[src/rtl/uart_rx_monitor.sv]
`timescale 1ns/1ps
// uart_rx_monitor
//    Passive UART receiver that captures frames from a DUT's TX line into a
//    small FIFO for a consumer to drain at its own pace.
//
//    Ports
//       clock       sole clock, rising edge
//       reset       synchronous, active high
//       rx          asynchronous serial line, idle high
//       out_ready   consumer accepts head entry when high with out_valid
//       out_valid   FIFO non-empty
//       out_data    head byte, LSB aligned, unused upper bits zero
//       out_perr    parity-error flag stored with the head byte
//       count       FIFO occupancy
//       overflow    sticky, a good frame was dropped on a full FIFO
//       frame_errs  saturating count of frames with a low stop bit
//
//    state   | meaning
//    --------+----------------------------------------------------------
//    S_IDLE  | waiting for a falling edge (or for line high after a
//            | framing error)
//    S_START | half a bit into the start bit, confirm it is still low
//    S_DATA  | sampling DATA_BITS data bits, LSB first
//    S_PAR   | sampling the parity bit
//    S_STOP  | sampling STOP_BITS stop bits
module uart_rx_monitor #(
   parameter int CLK_DIV    = 868,
   parameter int DATA_BITS  = 8,
   parameter int PARITY     = 0,
   parameter int STOP_BITS  = 1,
   parameter int FIFO_DEPTH = 16
) (
   input  logic                          clock,
   input  logic                          reset,
   input  logic                          rx,
   input  logic                          out_ready,
   output logic                          out_valid,
   output logic [7:0]                    out_data,
   output logic                          out_perr,
   output logic [$clog2(FIFO_DEPTH):0]   count,
   output logic                          overflow,
   output logic [15:0]                   frame_errs
);

   localparam int AW = $clog2(FIFO_DEPTH);
   localparam logic [15:0] TMR_HALF  = 16'(CLK_DIV / 2 - 1);
   localparam logic [15:0] TMR_FULL  = 16'(CLK_DIV - 1);
   localparam logic [2:0]  LAST_DATA = 3'(DATA_BITS - 1);
   localparam logic [2:0]  LAST_STOP = 3'(STOP_BITS - 1);
   localparam logic [AW:0] FULL_CNT  = (AW+1)'(FIFO_DEPTH);

   typedef enum logic [2:0] {S_IDLE, S_START, S_DATA, S_PAR, S_STOP} state_t;

   state_t        state, next_state;
   logic          rx_meta, rx_s;
   logic [15:0]   timer;
   logic [2:0]    bit_idx;
   logic [7:0]    data_sh;
   logic          perr_q, ferr_q, wait_high;
   logic          push_pend;
   logic [8:0]    push_word;
   logic [8:0]    mem [FIFO_DEPTH];
   logic [AW-1:0] wr_ptr, rd_ptr;

   logic tmr_done, start_det, shift_en, par_en, stop_en, last_data, last_stop;
   logic full, do_push, do_pop;

   assign tmr_done  = (timer == 16'd0);
   assign last_data = shift_en && (bit_idx == LAST_DATA);
   assign last_stop = stop_en && (bit_idx == LAST_STOP);

   always_ff @(posedge clock) begin
      if (reset) state <= S_IDLE;
      else       state <= next_state;
   end

   always_comb begin
      next_state = state;
      case (state)
         S_IDLE:  if (start_det) next_state = S_START;
         S_START: if (tmr_done)  next_state = rx_s ? S_IDLE : S_DATA;
         S_DATA:  if (last_data) next_state = (PARITY != 0) ? S_PAR : S_STOP;
         S_PAR:   if (tmr_done)  next_state = S_STOP;
         S_STOP:  if (last_stop) next_state = S_IDLE;
         default: next_state = S_IDLE;
      endcase
   end

   always_comb begin
      start_det = 1'b0;
      shift_en  = 1'b0;
      par_en    = 1'b0;
      stop_en   = 1'b0;
      case (state)
         S_IDLE:  start_det = !wait_high && !rx_s;
         S_DATA:  shift_en  = tmr_done;
         S_PAR:   par_en    = tmr_done;
         S_STOP:  stop_en   = tmr_done;
         default: ;
      endcase
   end

   always_ff @(posedge clock) begin
      if (reset) begin
         rx_meta    <= 1'b1;
         rx_s       <= 1'b1;
         timer      <= 16'd0;
         bit_idx    <= 3'd0;
         data_sh    <= 8'd0;
         perr_q     <= 1'b0;
         ferr_q     <= 1'b0;
         wait_high  <= 1'b0;
         push_pend  <= 1'b0;
         push_word  <= 9'd0;
         frame_errs <= 16'd0;
      end else begin
         rx_meta   <= rx;
         rx_s      <= rx_meta;
         push_pend <= 1'b0;

         // Reloading on every expiry keeps sample points exactly CLK_DIV apart.
         if (start_det)            timer <= TMR_HALF;
         else if (state == S_IDLE) timer <= 16'd0;
         else if (tmr_done)        timer <= TMR_FULL;
         else                      timer <= timer - 16'd1;

         if (start_det) begin
            bit_idx <= 3'd0;
            data_sh <= 8'd0;
            perr_q  <= 1'b0;
            ferr_q  <= 1'b0;
         end
         if (shift_en) begin
            data_sh[bit_idx] <= rx_s;
            bit_idx          <= last_data ? 3'd0 : bit_idx + 3'd1;
         end
         if (par_en) begin
            if (PARITY == 1) perr_q <= ~(^data_sh ^ rx_s);
            else             perr_q <= ^data_sh ^ rx_s;
         end
         if (stop_en) begin
            bit_idx <= bit_idx + 3'd1;
            if (!rx_s) ferr_q <= 1'b1;
         end
         if (last_stop) begin
            if (ferr_q || !rx_s) begin
               // A line stuck low must not be mistaken for a new start bit.
               wait_high <= 1'b1;
               if (frame_errs != 16'hFFFF) frame_errs <= frame_errs + 16'd1;
            end else begin
               push_pend <= 1'b1;
               push_word <= {perr_q, data_sh};
            end
         end
         if (state == S_IDLE && rx_s) wait_high <= 1'b0;
      end
   end

   assign full    = (count == FULL_CNT);
   assign do_pop  = out_valid && out_ready;
   assign do_push = push_pend && (!full || do_pop);

   always_ff @(posedge clock) begin
      if (do_push) mem[wr_ptr] <= push_word;
   end

   always_ff @(posedge clock) begin
      if (reset) begin
         wr_ptr   <= '0;
         rd_ptr   <= '0;
         count    <= '0;
         overflow <= 1'b0;
      end else begin
         if (do_push) wr_ptr <= wr_ptr + AW'(1);
         if (do_pop)  rd_ptr <= rd_ptr + AW'(1);
         if (do_push && !do_pop)      count <= count + (AW+1)'(1);
         else if (!do_push && do_pop) count <= count - (AW+1)'(1);
         if (push_pend && full && !do_pop) overflow <= 1'b1;
      end
   end

   assign out_valid = (count != '0);
   assign out_data  = out_valid ? mem[rd_ptr][7:0] : 8'h00;
   assign out_perr  = out_valid ? mem[rd_ptr][8]   : 1'b0;

endmodule
[config.mk]
export PLATFORM = sky130hd
export DESIGN_NAME = uart_rx_monitor
export DESIGN_NICKNAME = d
export VERILOG_FILES = /design/src/rtl/uart_rx_monitor.sv
export SDC_FILE = /design/constraint.sdc
export NUM_CORES = 1
export LEC_CHECK = 0
export ABC_AREA = 1
export BUFFER_PORTS_ARGS = -buffer_cell sky130_fd_sc_hd__buf_2
export CAP_MARGIN = 30
export CELL_PAD_IN_SITES_DETAIL_PLACEMENT = 1
export CELL_PAD_IN_SITES_GLOBAL_PLACEMENT = 1
export CORE_MARGIN = 2
export CORE_UTILIZATION = 40
export DETAILED_ROUTE_END_ITERATION = 10
export PLACE_DENSITY_LB_ADDON = 0.1
export SLEW_MARGIN = 40
export SYNTH_ARGS = -nofsm -noshare
export SYNTH_HDL_FRONTEND = slang
export SYNTH_SLANG_ARGS = --single-unit
[constraint.sdc]
create_clock -name clock -period 2.85 [get_ports clock]
set_input_delay 0.57 -clock clock [delete_from_list [all_inputs] [get_ports clock]]
set_output_delay 0.57 -clock clock [all_outputs]
set_load 0.02 [all_outputs]
; Word level (Yosys, flattened, before mapping)
; Memory sizes are Yosys's and may differ from the RTL's. A register that Yosys moved wholly into a read port is not among the register bits.
; Index checks and enable logic that the tools add are counted.
[word_totals]
ff_bits = 75
ramBits = 144
inputBits = 4
output_inout_bits = 32
elab_cells = 115
memories = 1
[op_classes]
add_sub_neg = 7
n_lt_le_gt_ge = 2
n_eq_ne = 12
mux = 38
bitwise_logic = 3
reduce_logical = 34
[memory_table]
columns = memory, words, width, rd, rd_clocked_by_memory_dff, wr, line
row1 = mem, 16, 9, 1, 1, 1, 62  ; logic [8:0] mem [FIFO_DEPTH];
[ops]
columns = op, count
row1 = $mux 8, 4
row2 = $mux 3, 9
row3 = $mux 9, 2
row4 = $add 16x1->16 const B, 1
row5 = $logic_not 16->1, 1
row6 = $ne 16x16->1 const B, 1
row7 = $sub 16x1->16 const B, 1
row8 = $pmux 3 s5, 1
row9 = $mux 1, 14
row10 = $logic_and 1x1->1, 11
row11 = $mux 10, 1
row12 = $mux 5, 2
row13 = $ne 2x2->1 const B, 5
row14 = $add 4x1->4 const B, 2
row15 = $bwmux 8, 1
row16 = $mux 4, 2
row17 = $reduce_xor 8->1, 1
row18 = $eq 3x2->1 const B, 2
row19 = $eq 3x3->1 const B, 2
row20 = $logic_not 3->1, 2
row21 = $add 5x1->5 const B, 1
row22 = $eq 5x5->1 const B, 1
row23 = $logic_not 1->1, 5
row24 = $reduce_and 5->1, 1
row25 = 18 further kinds, 23

; Logic depth before layout (Yosys ltp)
[logic_depth]
ltp_word = 8
mapped_depth = 16
mapped_depth_nobuf = 16

; Worst setup path after synthesis
; No wires, ideal clock.
[synth_timing]
path_kind = register to register
startpoint = reg count[0]
endpoint = reg count[4]
setup_time_ns = 0.113
arrival_time_ns = 2.388
required_ns = 2.737
setup_slack_ns = 0.349
stages_incl_launch_ff = 16
n_path_buf = 0
synth_period_minus_slack_ns = 2.501
cell_sequence = dfxtp_1 -> nor2_1 -> nand3_1 -> nor2_4 -> inv_1 -> nand2_1 -> ha_1 -> inv_1 -> fa_1 -> a21o_1 -> a21oi_1 -> nor2_1 -> nor2_1 -> nand2_1 -> nor2_1 -> nor2_1
[synth_between]
elab_chain_cells = 7
word_cells_on_any_way = 15
cone_classes = 2 x add/sub / 1 x eq/ne / 2 x mux / 10 x reduce/logical
[synth_lines]
columns = item, line
row1 = "start, declared", 40  ; output logic [$clog2(FIFO_DEPTH):0] count,
row2 = "start signal, assigned", 176  ; if (do_push && !do_pop) count <= count + (AW+1)'(1);
row3 = "start signal, assigned", 177  ; else if (!do_push && do_pop) count <= count - (AW+1)'(1);
row4 = $reduce_bool 5->1 (*), 182  ; assign out_valid = (count != '0);
row5 = named net out_valid, 37  ; output logic out_valid,
row6 = $logic_and 1x1->1 (*), 160  ; assign do_pop = out_valid && out_ready;
row7 = $logic_or 1x1->1, 161  ; assign do_push = push_pend && (!full || do_pop);
row8 = $logic_and 1x1->1, 161
row9 = $logic_not 1->1, 177
row10 = $logic_and 1x1->1, 177
row11 = $reduce_bool 2->1 (no source line), --
; Mark *: on every way through the listed nets, which the timed path passes. The rest lies on a longest branch. The select of a mux whose other input is x is not followed.
; A chain may end at the register's enable or synchronous reset.

==> flow_summary.ini <==
[outcome]
status = finished, final reports clean

[route]
drtIter0Drc = 355
vias = 7316
vias_per_cell = 5.321
routedWlPerCell_microns = 19.04
drc = 0
ant_nets = 0
dr.pass1.iters = 4
wl_mm = 26.19

[clock_tree]
cts_made_buffers = 25
root_buffer = clkbuf_16
tritoncts = built
cts_buffer_depth = 3
clock_sinks = 223
cts_setup_buffers = 0
htreeDepth = 1
clk_latency_ns = 0.54
clkTransAtPathRegs_ns = 0.06

[setup_path]
endpoint_kind = output port
critPathRequiredTime_ns = 2.28
reg2reg_slack_ns = 0.36
crit_fanout = 26
path_buf_inv = 2
crit_family = compound AO/OA/AOI/OAI gates
max_stage_delay_ns = 0.39
crit_arrival_ns = 2.21
crit_chain = bufbuf_16 > o21bai_1 > o221ai_1 > nand3_1 > a21oi_1 > buf_2
slowest_stage = dfxtp_4
crit_type = flop to output port
worstSetupStartpointType = flop

[final_layout]
drive_gt1_frac = 0.1589
nFillCells = 2746
final_nets = 1052
syn_to_final_growth_pct = 16.06
diodes = 0

[global_routing]
grt_max_degree = 56
antenna_found_initial = 0
track_usage = 0.2025
grt_pass1_vias = 7657
grt_overflow = 0
grt_pass1_wl_mm = 41.90

[die]
fp.dieW_microns = 161.9
ios = 36
die_y_microns = 161.9
std_cell_rows = 57
core_area_sq_um = 24390
dieArea_sq_um = 26210
start_util = 0.4089

[timing]
setup_tns_ns = 0
skew_ns = 0.02164
hold_viol_final = 0
max_freq_mhz = 359.4
finalSetupViolCount = 0
period_share = 0.9763
worstMarginPinSlew_ns = 0.8156
slew_headroom = 0.4542
rsz0062_at_grt = no
fin_crit_ns = 2.782
whs_ns = 0.2561
finalMaxSlewViolations = 0

[power]
power_mw = 10.91
p_per_area_nw_per_um2 = 942.2
leakagePower_nw = 3.978
vdd_drop_max_mv = 0.7351

[synth]
syn_nets = 1013
synth_area_per_cell_sq_um = 10.04
synth_seq_cells = 223
synth_cells = 993
ys_seq_area_frac = 0.5921
synthesis.area_sq_um = 9975
synth_cell_types = 44
ys_warn_count = 0

[placed_design]
place.gp.congestion = 0.7805
dp_hpwl_mm = 16.71
numPortBuffers = 35

[flow_run]
cap_violations = 0

[hold_path]
hold_class = primary input to flop
## metal layers
metal	up-vias	GRT usage	wire, microns
met4	0	0.05953	703
met1	3599	0.2678	12360
met2	92	0.3501	12430
met5	-	0	0
li1	3582	-	-
met3	43	0.02503	693
## metrics by stage
step / instances / cell area (sq um) / worst slack (ns) / utilization
floorplan: 993 / 9975 / 0.3487 / -
global placement: 1327 / 10560 / 0.3220 / 0.4328
detailed placement: 1327 / 10580 / 0.2485 / 0.4336
CTS: 1374 / 11500 / 0.009239 / 0.4715
global route: 1375 / 11580 / 0.004695 / 0.4746
finish: 1375 / 11580 / 0.06759 / 0.4746
## where the power goes
| group | switching (mW) | leakage (nW) | internal (mW) |
|---|---|---|---|
| logic | 2.31 | 1.73 | 1.25 |
| registers | 0.269 | 1.82 | 3.64 |
| clock network | 1.35 | 0.429 | 2.09 |
## state kept, by name, indices dropped and copies added (netlist names), named ones only
name,flops
bit_idx,3
count,5
data_sh,8
ferr_q,1
frame_errs,16
mem,144
overflow,1
perr_q,1
push_pend,1
push_word,9
rd_ptr,4
rx_meta,1
rx_s,1
state,3
timer,16
wait_high,1
wr_ptr,4
## timing repair
| item | in CTS | in global routing |
|---|---|---|
| pin swaps | 0 | 1 |
| resized for setup | 2 | 9 |
| cloned | 1 | 1 |
| hold buffers | 0 | 0 |
| endpoints found under the setup margin | 7 | 8 |
## cells by family after synthesis
kind of cell	Yosys count	synth area share
buffers and inverters	107	0.04215
AOI/OAI and AO/OA	234	0.1479
and+or+nand+nor	391	0.1777
adders and majority gates	16	0.02082
DFF	223	0.5921
xor gates and xnor gates	22	0.01932
## synthesized netlist by cell type, drive strengths merged
cell type	number	area (sq um)
nand4	24	165.2
xor2	13	113.9
nand2	138	550.5
clkbuf	28	105.1
o21a	19	142.6
a211oi	1	7.510
nor2	148	605.6
o21bai	37	277.8
a21oi	58	327.8
a31oi	5	31.28
inv	62	232.7
buf	13	66.31
o21ai	75	375.4
nand3b	1	7.510
clkinv	4	16.26
o221ai	18	157.7
and2	1	6.260
dfxtp	79	1582
nor3	7	51.30
o211ai	18	135.1
ha	15	187.7
o22ai	2	12.51
nand3	67	340.3
fa	1	20.02
a21o	1	7.510
nor4	2	27.53
or2	3	18.77
xnor2	9	78.83
edfxtp	144	4324
## final timing paths
check	startpoint	endpoint	cells past startpoint
worst max register to register	count[0]	count[4]	15
worst min-delay path	rx	rx_meta	2
worst min register to register	rx_meta	rx_s	1
worst max-delay path	flop	out_data[0]	6
## placed cells by master, fill, tap and decap left out, types with 3 or more instances in the layout
cell type	count
nor2_4	3
o211ai_1	18
o21ai_1	8
nor3_1	5
buf_4	11
inv_1	55
inv_2	6
o21ai_0	67
nor2_1	123
edfxtp_1	144
nand2_2	10
clkinvlp_4	3
o221ai_1	14
a21oi_2	13
nor2_2	22
o21bai_1	37
clkinv_1	5
clkbuf_16	26
clkinv_2	6
xnor2_1	9
dfxtp_1	76
a21oi_1	45
o21a_1	19
a31oi_1	5
xor2_1	13
clkbuf_8	4
bufinv_16	4
nand3_1	66
buf_2	35
ha_1	15
nand2_1	127
buf_12	4
o221ai_2	4
nand4_1	23
or2_2	3
## layout make-up
| cell class | instances | area, sq um | area share |
|---|---|---|---|
| repair buffers | 53 | 406.6 | 0.03513 |
| clock inverters | 15 | 198.9 | 0.01719 |
| clock buffers | 31 | 688.2 | 0.05945 |
| multi-input cells | 663 | 3712 | 0.3207 |
| inverters | 66 | 250.2 | 0.02162 |
| well taps | 324 | 405.4 | 0.03502 |
| flip-flops and latches | 223 | 5914 | 0.5109 |
(Power assumes the default switching activity.)
